===== src/rtl/sha3_padder_gen.sv =====
// Purpose: packs IN_W-bit message words into a RATE-bit block and applies Keccak multi-rate padding with a domain suffix.
// Latency: out_ready rises on the edge loading the last block word; a short final word adds one PAD edge per missing word.
// Backpressure: buffer_full is high outside ACCEPT; the source holds its word until it drops, and FULL holds until f_ack.
module sha3_padder_gen #(
  parameter int         IN_W   = 32,
  parameter int         RATE   = 576,
  parameter logic [7:0] SUFFIX = 8'h06
) (
  input  logic                        clk,
  input  logic                        reset,
  input  logic [IN_W-1:0]             in,
  input  logic                        in_ready,
  input  logic                        is_last,
  input  logic [$clog2(IN_W/8)-1:0]   byte_num,
  output logic                        buffer_full,
  output logic [RATE-1:0]             out,
  output logic                        out_ready,
  output logic                        out_last,
  input  logic                        f_ack
);

  localparam int NB    = IN_W / 8;
  localparam int WORDS = RATE / IN_W;
  localparam int CW    = $clog2(WORDS + 1);
  localparam logic [CW-1:0] LAST_IDX = CW'(WORDS - 1);

  // Elaboration-time guards on the supported geometry.
  if (!(IN_W == 32 || IN_W == 64)) begin : g_bad_in_w
    $error("sha3_padder_gen: IN_W must be 32 or 64");
  end
  if ((RATE % IN_W) != 0 || WORDS < 2) begin : g_bad_rate
    $error("sha3_padder_gen: RATE must be a multiple of IN_W holding at least two words");
  end

  typedef enum logic [1:0] {
    S_ACCEPT = 2'd0,
    S_PAD    = 2'd1,
    S_FULL   = 2'd2
  } state_t;

  state_t          r_state;
  state_t          w_state_nxt;
  logic [CW-1:0]   r_count;
  logic [RATE-1:0] r_out;
  logic            r_out_last;

  logic            w_at_last;
  logic            w_shift;
  logic            w_clear;
  logic            w_last_nxt;
  logic [IN_W-1:0] w_word;
  logic [IN_W-1:0] w_final;

  // The word about to be loaded is the one that completes the block.
  assign w_at_last = (r_count == LAST_IDX);

  // Final-word shaping: keep the valid MSB-side bytes, drop the suffix right after them,
  // zero the rest, and close the padding with 0x80 if this word also ends the block.
  always_comb begin
    w_final = '0;
    for (int k = 0; k < NB; k++) begin
      if (k < int'(byte_num)) begin
        w_final[IN_W-1-8*k -: 8] = in[IN_W-1-8*k -: 8];
      end else if (k == int'(byte_num)) begin
        w_final[IN_W-1-8*k -: 8] = SUFFIX;
      end
    end
    if (w_at_last) begin
      w_final[7:0] = w_final[7:0] | 8'h80;
    end
  end

  // Next-state logic and datapath controls for the ACCEPT / PAD / FULL sequence.
  always_comb begin
    w_state_nxt = r_state;
    w_shift     = 1'b0;
    w_clear     = 1'b0;
    w_word      = '0;
    w_last_nxt  = r_out_last;
    case (r_state)
      S_ACCEPT: begin
        if (in_ready) begin
          w_shift = 1'b1;
          w_word  = is_last ? w_final : in;
          if (w_at_last) begin
            w_state_nxt = S_FULL;
            w_last_nxt  = is_last;
          end else if (is_last) begin
            w_state_nxt = S_PAD;
          end
        end
      end
      S_PAD: begin
        // Zero filler words; the one that completes the block carries the closing 0x80.
        w_shift = 1'b1;
        if (w_at_last) begin
          w_word[7:0] = 8'h80;
          w_state_nxt = S_FULL;
          w_last_nxt  = 1'b1;
        end
      end
      S_FULL: begin
        // Any word offered alongside the ack waits for the next cycle.
        if (f_ack) begin
          w_clear     = 1'b1;
          w_state_nxt = S_ACCEPT;
          w_last_nxt  = 1'b0;
        end
      end
      default: begin
        w_state_nxt = S_ACCEPT;
        w_clear     = 1'b1;
        w_last_nxt  = 1'b0;
      end
    endcase
  end

  // State register.
  always_ff @(posedge clk or posedge reset) begin
    if (reset) begin
      r_state <= S_ACCEPT;
    end else begin
      r_state <= w_state_nxt;
    end
  end

  // Block shift register, word counter and last-block flag.
  always_ff @(posedge clk or posedge reset) begin
    if (reset) begin
      r_out      <= '0;
      r_count    <= '0;
      r_out_last <= 1'b0;
    end else begin
      r_out_last <= w_last_nxt;
      if (w_clear) begin
        r_out   <= '0;
        r_count <= '0;
      end else if (w_shift) begin
        r_out   <= {r_out[RATE-IN_W-1:0], w_word};
        r_count <= r_count + CW'(1);
      end
    end
  end

  assign buffer_full = (r_state != S_ACCEPT);
  assign out_ready   = (r_state == S_FULL);
  assign out         = r_out;
  assign out_last    = r_out_last;

endmodule

===== config.mk =====
export PLATFORM = sky130hd
export DESIGN_NAME = sha3_padder_gen
export DESIGN_NICKNAME = d
export VERILOG_FILES = /design/src/rtl/sha3_padder_gen.sv
export SDC_FILE = /design/constraint.sdc
export NUM_CORES = 1
export LEC_CHECK = 0
export ABC_AREA = 1
export BUFFER_PORTS_ARGS = -buffer_cell sky130_fd_sc_hd__buf_2
export CORE_ASPECT_RATIO = 0.8
export CORE_MARGIN = 5
export CORE_UTILIZATION = 40
export DETAILED_ROUTE_END_ITERATION = 6
export GPL_TIMING_DRIVEN = 1
export HOLD_SLACK_MARGIN = 0.12
export PLACE_DENSITY = 0.65
export SLEW_MARGIN = 20
export SYNTH_ARGS = -nofsm -noshare
export SYNTH_HDL_FRONTEND = slang
export SYNTH_SLANG_ARGS = --single-unit

===== constraint.sdc =====
create_clock -name clk -period 41.1 [get_ports clk]
set_input_delay 4.11 -clock clk [delete_from_list [all_inputs] [get_ports clk]]
set_output_delay 4.11 -clock clk [all_outputs]
set_load 0.01 [all_outputs]

==> results of run 1 <==
-- area by class of cell --
type / instances / area, um2 / share of cell area, %
Clock buffer: 85 / 1730 / 5.88
Multi-Input combinational cell: 711 / 6520 / 22.1
Clock inverter: 17 / 186 / 0.633
Timing Repair Buffer: 638 / 3330 / 11.3
Sequential cell: 584 / 14600 / 49.6
Tap cell: 788 / 986 / 3.35
Inverter: 555 / 2100 / 7.12
-- stage by stage --
stage	instance area, um2	utilization [%]	hold slack [ns]
after detailed placement	27500	45.2	0.473
after floorplan	24400	-	0.492
after global placement	27500	45.2	0.460
after CTS	29400	48.3	0.489
final	29500	48.5	0.483
after global routing	29500	48.5	0.514
-- report_power, final --
group	internal (mW)	total [mW]	switching [mW]
Clock	0.310	0.536	0.226
Sequential	0.793	0.927	0.134
Combinational	0.394	1.09	0.699
Total	1.50	2.55	1.06
-- worst max-delay path: stages --
cell	delay [ns]
buf_2	0.14
inv_1	0.08
nand2_4	0.13
nand2_4	0.36
inv_8	0.89
buf_4	0.95
buf_4	0.91
buf_4	0.92
o22ai_1	0.14
-- cells by family after synthesis --
logic type / share of synthesized area (%)
xor+xnor: 0.0359
flops: 59.9
compound gates: 24.4
buf+inv: 13.4
fa+ha+maj: 0.103
simple gates: 2.13
-- sequential cells by signal, summed over array words and instances, names as in the netlist --
| name | flops |
|---|---|
| out | 576 |
| out_last | 1 |
| r_count | 5 |
| r_state | 2 |
-- layer usage --
layer	GRT usage [%]	part of all wire, %
met3	5.87	7.4
met2	34.6	47
met5	0	0
met1	29.4	43
met4	5.80	2.6
-- placed cells by master (no fill, tap or decap) --
| master | instances |
|---|---|
| buf_16 | 2 |
| o21ai_4 | 1 |
| clkinvlp_4 | 3 |
| clkinv_2 | 9 |
| dfrtp_1 | 584 |
| buf_4 | 14 |
| buf_6 | 2 |
| nor2_4 | 1 |
| o22ai_1 | 126 |
| nand4_1 | 3 |
| a21boi_0 | 1 |
| ha_1 | 2 |
| nor3_1 | 1 |
| clkbuf_16 | 59 |
| nor2_1 | 13 |
| clkbuf_1 | 10 |
| inv_16 | 1 |
| inv_2 | 1 |
| buf_2 | 617 |
| clkbuf_8 | 16 |
| inv_1 | 552 |
| o21ai_0 | 45 |
| a21oi_1 | 3 |
| nand2_1 | 69 |
| xor2_1 | 1 |
| nand2_4 | 2 |
| inv_8 | 2 |
| bufinv_16 | 3 |
| o21ai_1 | 32 |
| o22ai_2 | 380 |
| nand3_1 | 31 |
| inv_6 | 1 |
| buf_12 | 3 |
-- final timing paths --
| kind | start | end | slack (ns) |
|---|---|---|---|
| max | in_ready | out[195] | 32.68 |
| min | out[570] | out[570] | 0.48 |
| max reg2reg | r_state[0] | out[195] | 35.79 |
| min reg2reg | out[570] | out[570] | 0.48 |
| max in group asynchronous | reset | out[298] | 35.11 |
| min in group asynchronous | reset | out[512] | 3.65 |
==> results.py, run 1 <==
metrics = {
    "clocking": {
        "cts_tree": "built",
        "cts-root-buf": "clkbuf_16",
        "hold_buffers": 0,
        "clk_latency_ns": 0.61,
        "clkSlewWorstSetupHoldPaths_ns": 0.06,
        "htreeDepth": 2,
        "cts_inserted_buffers": 58,
        "cts_buffer_depth": 3,
        "cts.sinks": 584,
        "cts_setup_buffers": 0,
        "cts_resized": 0,
    },
    "synthesis": {
        "yosysTopAreaCell": "dfrtp_1",
        "seq_area_frac_synth_pct": 59.9,
        "synth_cell_types": 25,
        "synth_fp_nets": 2018,
        "synth_edf_count": 0,
        "syn_avg_cell_area_um2": 12.3,
        "syn_area_um2": 24400,
        "synth_top_cell_area_share_pct": 59.9,
        "yosys-top-cells-count": "584 x dfrtp_1, 553 x inv_1, 380 x o22ai_2",
        "syn_inst": 1977,
        "synthArstFlopShare_pct": 100,
        "ys_warn_count": 0,
        "yosysMostFrequentCell": "dfrtp_1",
        "ys.flop_type": "dfrtp_1",
        "synth.ff_latch_count": 584,
        "synth.area.top_cells": "dfrtp_1 60%, o22ai_2 19%, inv_1 8.5%, o22ai_1 3.2%, buf_12 2.7%",
    },
    "grt": {
        "grt_max_degree": 162,
        "track_usage_pct": 21.6,
        "grt_pass1_vias": 17700,
        "grt_pass1_wl_mm": 111,
        "overflow": 0,
        "antenna_found_initial": 0,
    },
    "placement": {
        "io_buffers": 617,
        "hpwl_mm": 53.8,
        "place_worst_setup_slack_ns": 32.15,
        "dp.cells": 3273,
        "gp_congestion": 0.890,
    },
    "sta": {
        "finalHoldViolCount": 0,
        "setup_slack_ns": 32.68,
        "fmax_ghz": 0.119,
        "finClkSkew_ns": 0.0178,
        "finalCritPeriodShare_pct": 20.5,
        "slew_headroom_pct": 24.6,
        "slew_violations": 0,
        "finalSetupViolations": 0,
        "setup_tns_ns": 0,
        "worst_slew_pin_slew_ns": 1.13,
        "rsz0062_at_grt": "false",
        "min_period_ns": 8.42,
    },
    "status": {
        "outcome": "complete, no violations",
    },
    "min_path": {
        "hold_class": "register to register",
        "min_path_cells": 2,
    },
    "layout": {
        "nets": 2589,
        "syn2layout_area_growth_pct": 20.8,
        "drive_gt1_share_pct": 43.1,
        "antenna_cells": 0,
        "final_cell_count_no_fill": 3378,
        "nFillCells": 5474,
    },
    "die": {
        "rows": 81,
        "die_y_um": 231,
        "die_x_um": 286,
        "floorplan.initialDensity_pct": 40.1,
        "dieArea_um2": 66000,
        "io_pins": 618,
        "coreArea_um2": 60800,
    },
    "critical_path": {
        "worst_setup_path_start_kind": "input pin",
        "crit_required_ns": 41.53,
        "crit_type": "input pin to register",
        "reg2reg_depth": 8,
        "cp_max_fo": 133,
        "cp.arrival_ns": 8.85,
        "end_kind": "register",
    },
    "routing": {
        "drtIter0Drc": 1150,
        "routed_wl_mm": 74.4,
        "detail-route-antenna-nets": 0,
        "wl_per_cell_um": 22.0,
        "dr.pass1.iters": 5,
        "drc": 0,
        "viasPerCell": 5.05,
        "vias": 17100,
    },
    "power": {
        "power_density_nw_per_um2": 86.7,
        "peakVddDrop_v": 0.0000393,
        "power.leakage_nw": 14.3,
        "power_mw": 2.55,
    },
    "run": {
        "drv_cap": 0,
    },
}
Power figures use the tool's default switching activity.
==> run 2, diff against run 1 <==
- clock period: 41.1 -> 8.48 ns (I/O delays scaled with it)
==> run 2 against run 1 <==
  * Sequential power grew to 4.8 times the previous value
  * Register-to-register slack worse by 31 ns
  * Core utilization is 0.14 points higher
  * Critical path type is now register to register
  * Routed wire length is 0.41% higher
  * Clock-buffer cell count is 2 lower
  * Via count is 0.37% higher
  * Critical path depth is 3 lower
  * Worst setup slack worse by 28 ns
  * Hold slack worse by 0.027 ns
  * Largest cell class unchanged
  * Global-route usage hardly changed
  * Clock power grew to 5.1 times the previous value
  * Power grew to 4.9 times the previous value
==> results.py, run 2 (synthesis gave the netlist of run 1 again) <==
metrics = {
    "status": {
        "outcome": "complete, no violations",
    },
    "clocking": {
        "clk_latency_ns": 0.61,
        "cts-root-buf": "clkbuf_16",
        "cts.sinks": 584,
        "hold_buffers": 0,
        "clkSlewWorstSetupHoldPaths_ns": 0.07,
        "cts_resized": 0,
        "cts_setup_buffers": 0,
        "cts_buffer_depth": 3,
        "htreeDepth": 2,
        "cts_tree": "built",
        "cts_inserted_buffers": 58,
    },
    "critical_path": {
        "cp_max_fo": 203,
        "cpMostUsedCell": "nand2_4",
        "cp_cell_sequence": "nor2_4, nand2_4, nand2_4, inv_8, buf_12, o22ai_1",
        "crit_required_ns": 8.91,
        "cp_slowest_cell": "inv_8",
        "end_kind": "register",
        "slowest_delay_ns": 0.88,
        "cp.arrival_ns": 3.82,
        "worst_setup_path_start_kind": "register",
        "crit_type": "register to register",
        "reg2reg_depth": 6,
    },
    "routing": {
        "wl_per_cell_um": 22.1,
        "drtIter0Drc": 1135,
        "vias": 17100,
        "detail-route-antenna-nets": 0,
        "dr.pass1.iters": 5,
        "viasPerCell": 5.07,
        "drc": 0,
        "routed_wl_mm": 74.7,
    },
    "layout": {
        "final_core_util_pct": 48.6,
        "nets": 2585,
        "largest_reg_flops": 576,
        "final_cell_count_no_fill": 3379,
        "nFillCells": 5517,
        "layout_commonest_cell": "buf_2",
        "antenna_cells": 0,
        "syn2layout_area_growth_pct": 21.2,
        "final_cell_mix": "617 x buf_2, 584 x dfrtp_1, 552 x inv_1",
        "drive_gt1_share_pct": 43.1,
    },
    "placement": {
        "io_buffers": 617,
        "place_worst_setup_slack_ns": 4.70,
        "dp.cells": 3272,
        "gp_congestion": 0.889,
        "hpwl_mm": 53.3,
    },
    "min_path": {
        "hold_class": "input pin to register",
        "min_path_cells": 3,
    },
    "sta": {
        "rsz0062_at_grt": "false",
        "slew_headroom_pct": 24.1,
        "setup_slack_ns": 5.08,
        "finalSetupViolations": 0,
        "finalHoldViolCount": 0,
        "hold_ws_ns": 0.455,
        "finClkSkew_ns": 0.0215,
        "worst_slew_pin_slew_ns": 1.14,
        "slew_violations": 0,
        "finalCritPeriodShare_pct": 40.0,
        "min_period_ns": 3.40,
        "setup_tns_ns": 0,
        "fmax_ghz": 0.294,
    },
    "run": {
        "drv_cap": 0,
    },
    "power": {
        "power.leakage_nw": 14.4,
        "power_density_nw_per_um2": 423,
        "peakVddDrop_v": 0.000202,
    },
    "grt": {
        "antenna_found_initial": 0,
        "grt_pass1_vias": 17700,
        "grt_pass1_wl_mm": 111,
        "track_usage_pct": 21.6,
        "grt_max_degree": 204,
        "overflow": 0,
    },
    "die": {
        "die_x_um": 286,
        "rows": 81,
        "die_y_um": 231,
        "floorplan.initialDensity_pct": 40.1,
        "dieArea_um2": 66000,
        "coreArea_um2": 60800,
        "io_pins": 618,
    },
}
run 2: cell types whose count changed in the layout (fill, tap and decap cells not counted), sizes merged:
cell | previous run | this run
buf | 638 | 634
bufinv | 3 | 7
clkbuf | 85 | 83
clkinv | 9 | 12
clkinvlp | 3 | 4
inv | 557 | 556
run 2: per-layer routing:
layer	track usage (%)	wire length, um	vias to the layer above
li1	-	-	7638
met5	0	0	-
met1	29.0	31700	8873
met4	4.91	1590	0
met3	6.14	5610	90
met2	35.3	35800	534
run 2: critical path, delay by kind of cell (launching register included):
family,cells,cell delay (ns)
buffers and inverters,2,1.66
and+or+nand+nor,3,0.60
DFF,1,0.52
AOI/OAI and AO/OA,1,0.19
run 2: path summary, 6_finish.rpt:
| kind | from | to | slack [ns] |
|---|---|---|---|
| max | r_state[0] | out[137] | 5.08 |
| min reg2reg | out_last | out_last | 0.48 |
| max in group asynchronous | reset | out[405] | 6.46 |
| min in group asynchronous | reset | out[311] | 0.48 |
| max reg2reg | r_state[0] | out[137] | 5.08 |
| min | in[20] | out[20] | 0.46 |
run 2: metrics by stage:
stage	power (mW)	area, um2
2_1_floorplan	7.89	24400
3_3_place_gp	9.71	27500
3_5_place_dp	9.80	27500
4_1_cts	12.6	29600
5_1_grt	13.1	29600
6_report	12.5	29600
run 2: area by class of cell:
class	instances	area, um2	area share, %
inverters	555	2090	7.09
flip-flops and latches	584	14600	49.4
repair buffers	634	3310	11.2
clock buffers	83	1710	5.77
clock inverters	24	325	1.10
well taps	788	986	3.34
multi-input cells	711	6520	22.1
run 2: where the power goes:
part           switching, mW  internal (mW)  leakage (nW)  total (mW)
Combinational           3.40           1.90          5.35        5.30
Clock                   1.11           1.61          1.00        2.72
Sequential             0.626           3.84          8.01        4.47
Total                   5.14           7.35          14.4        12.5
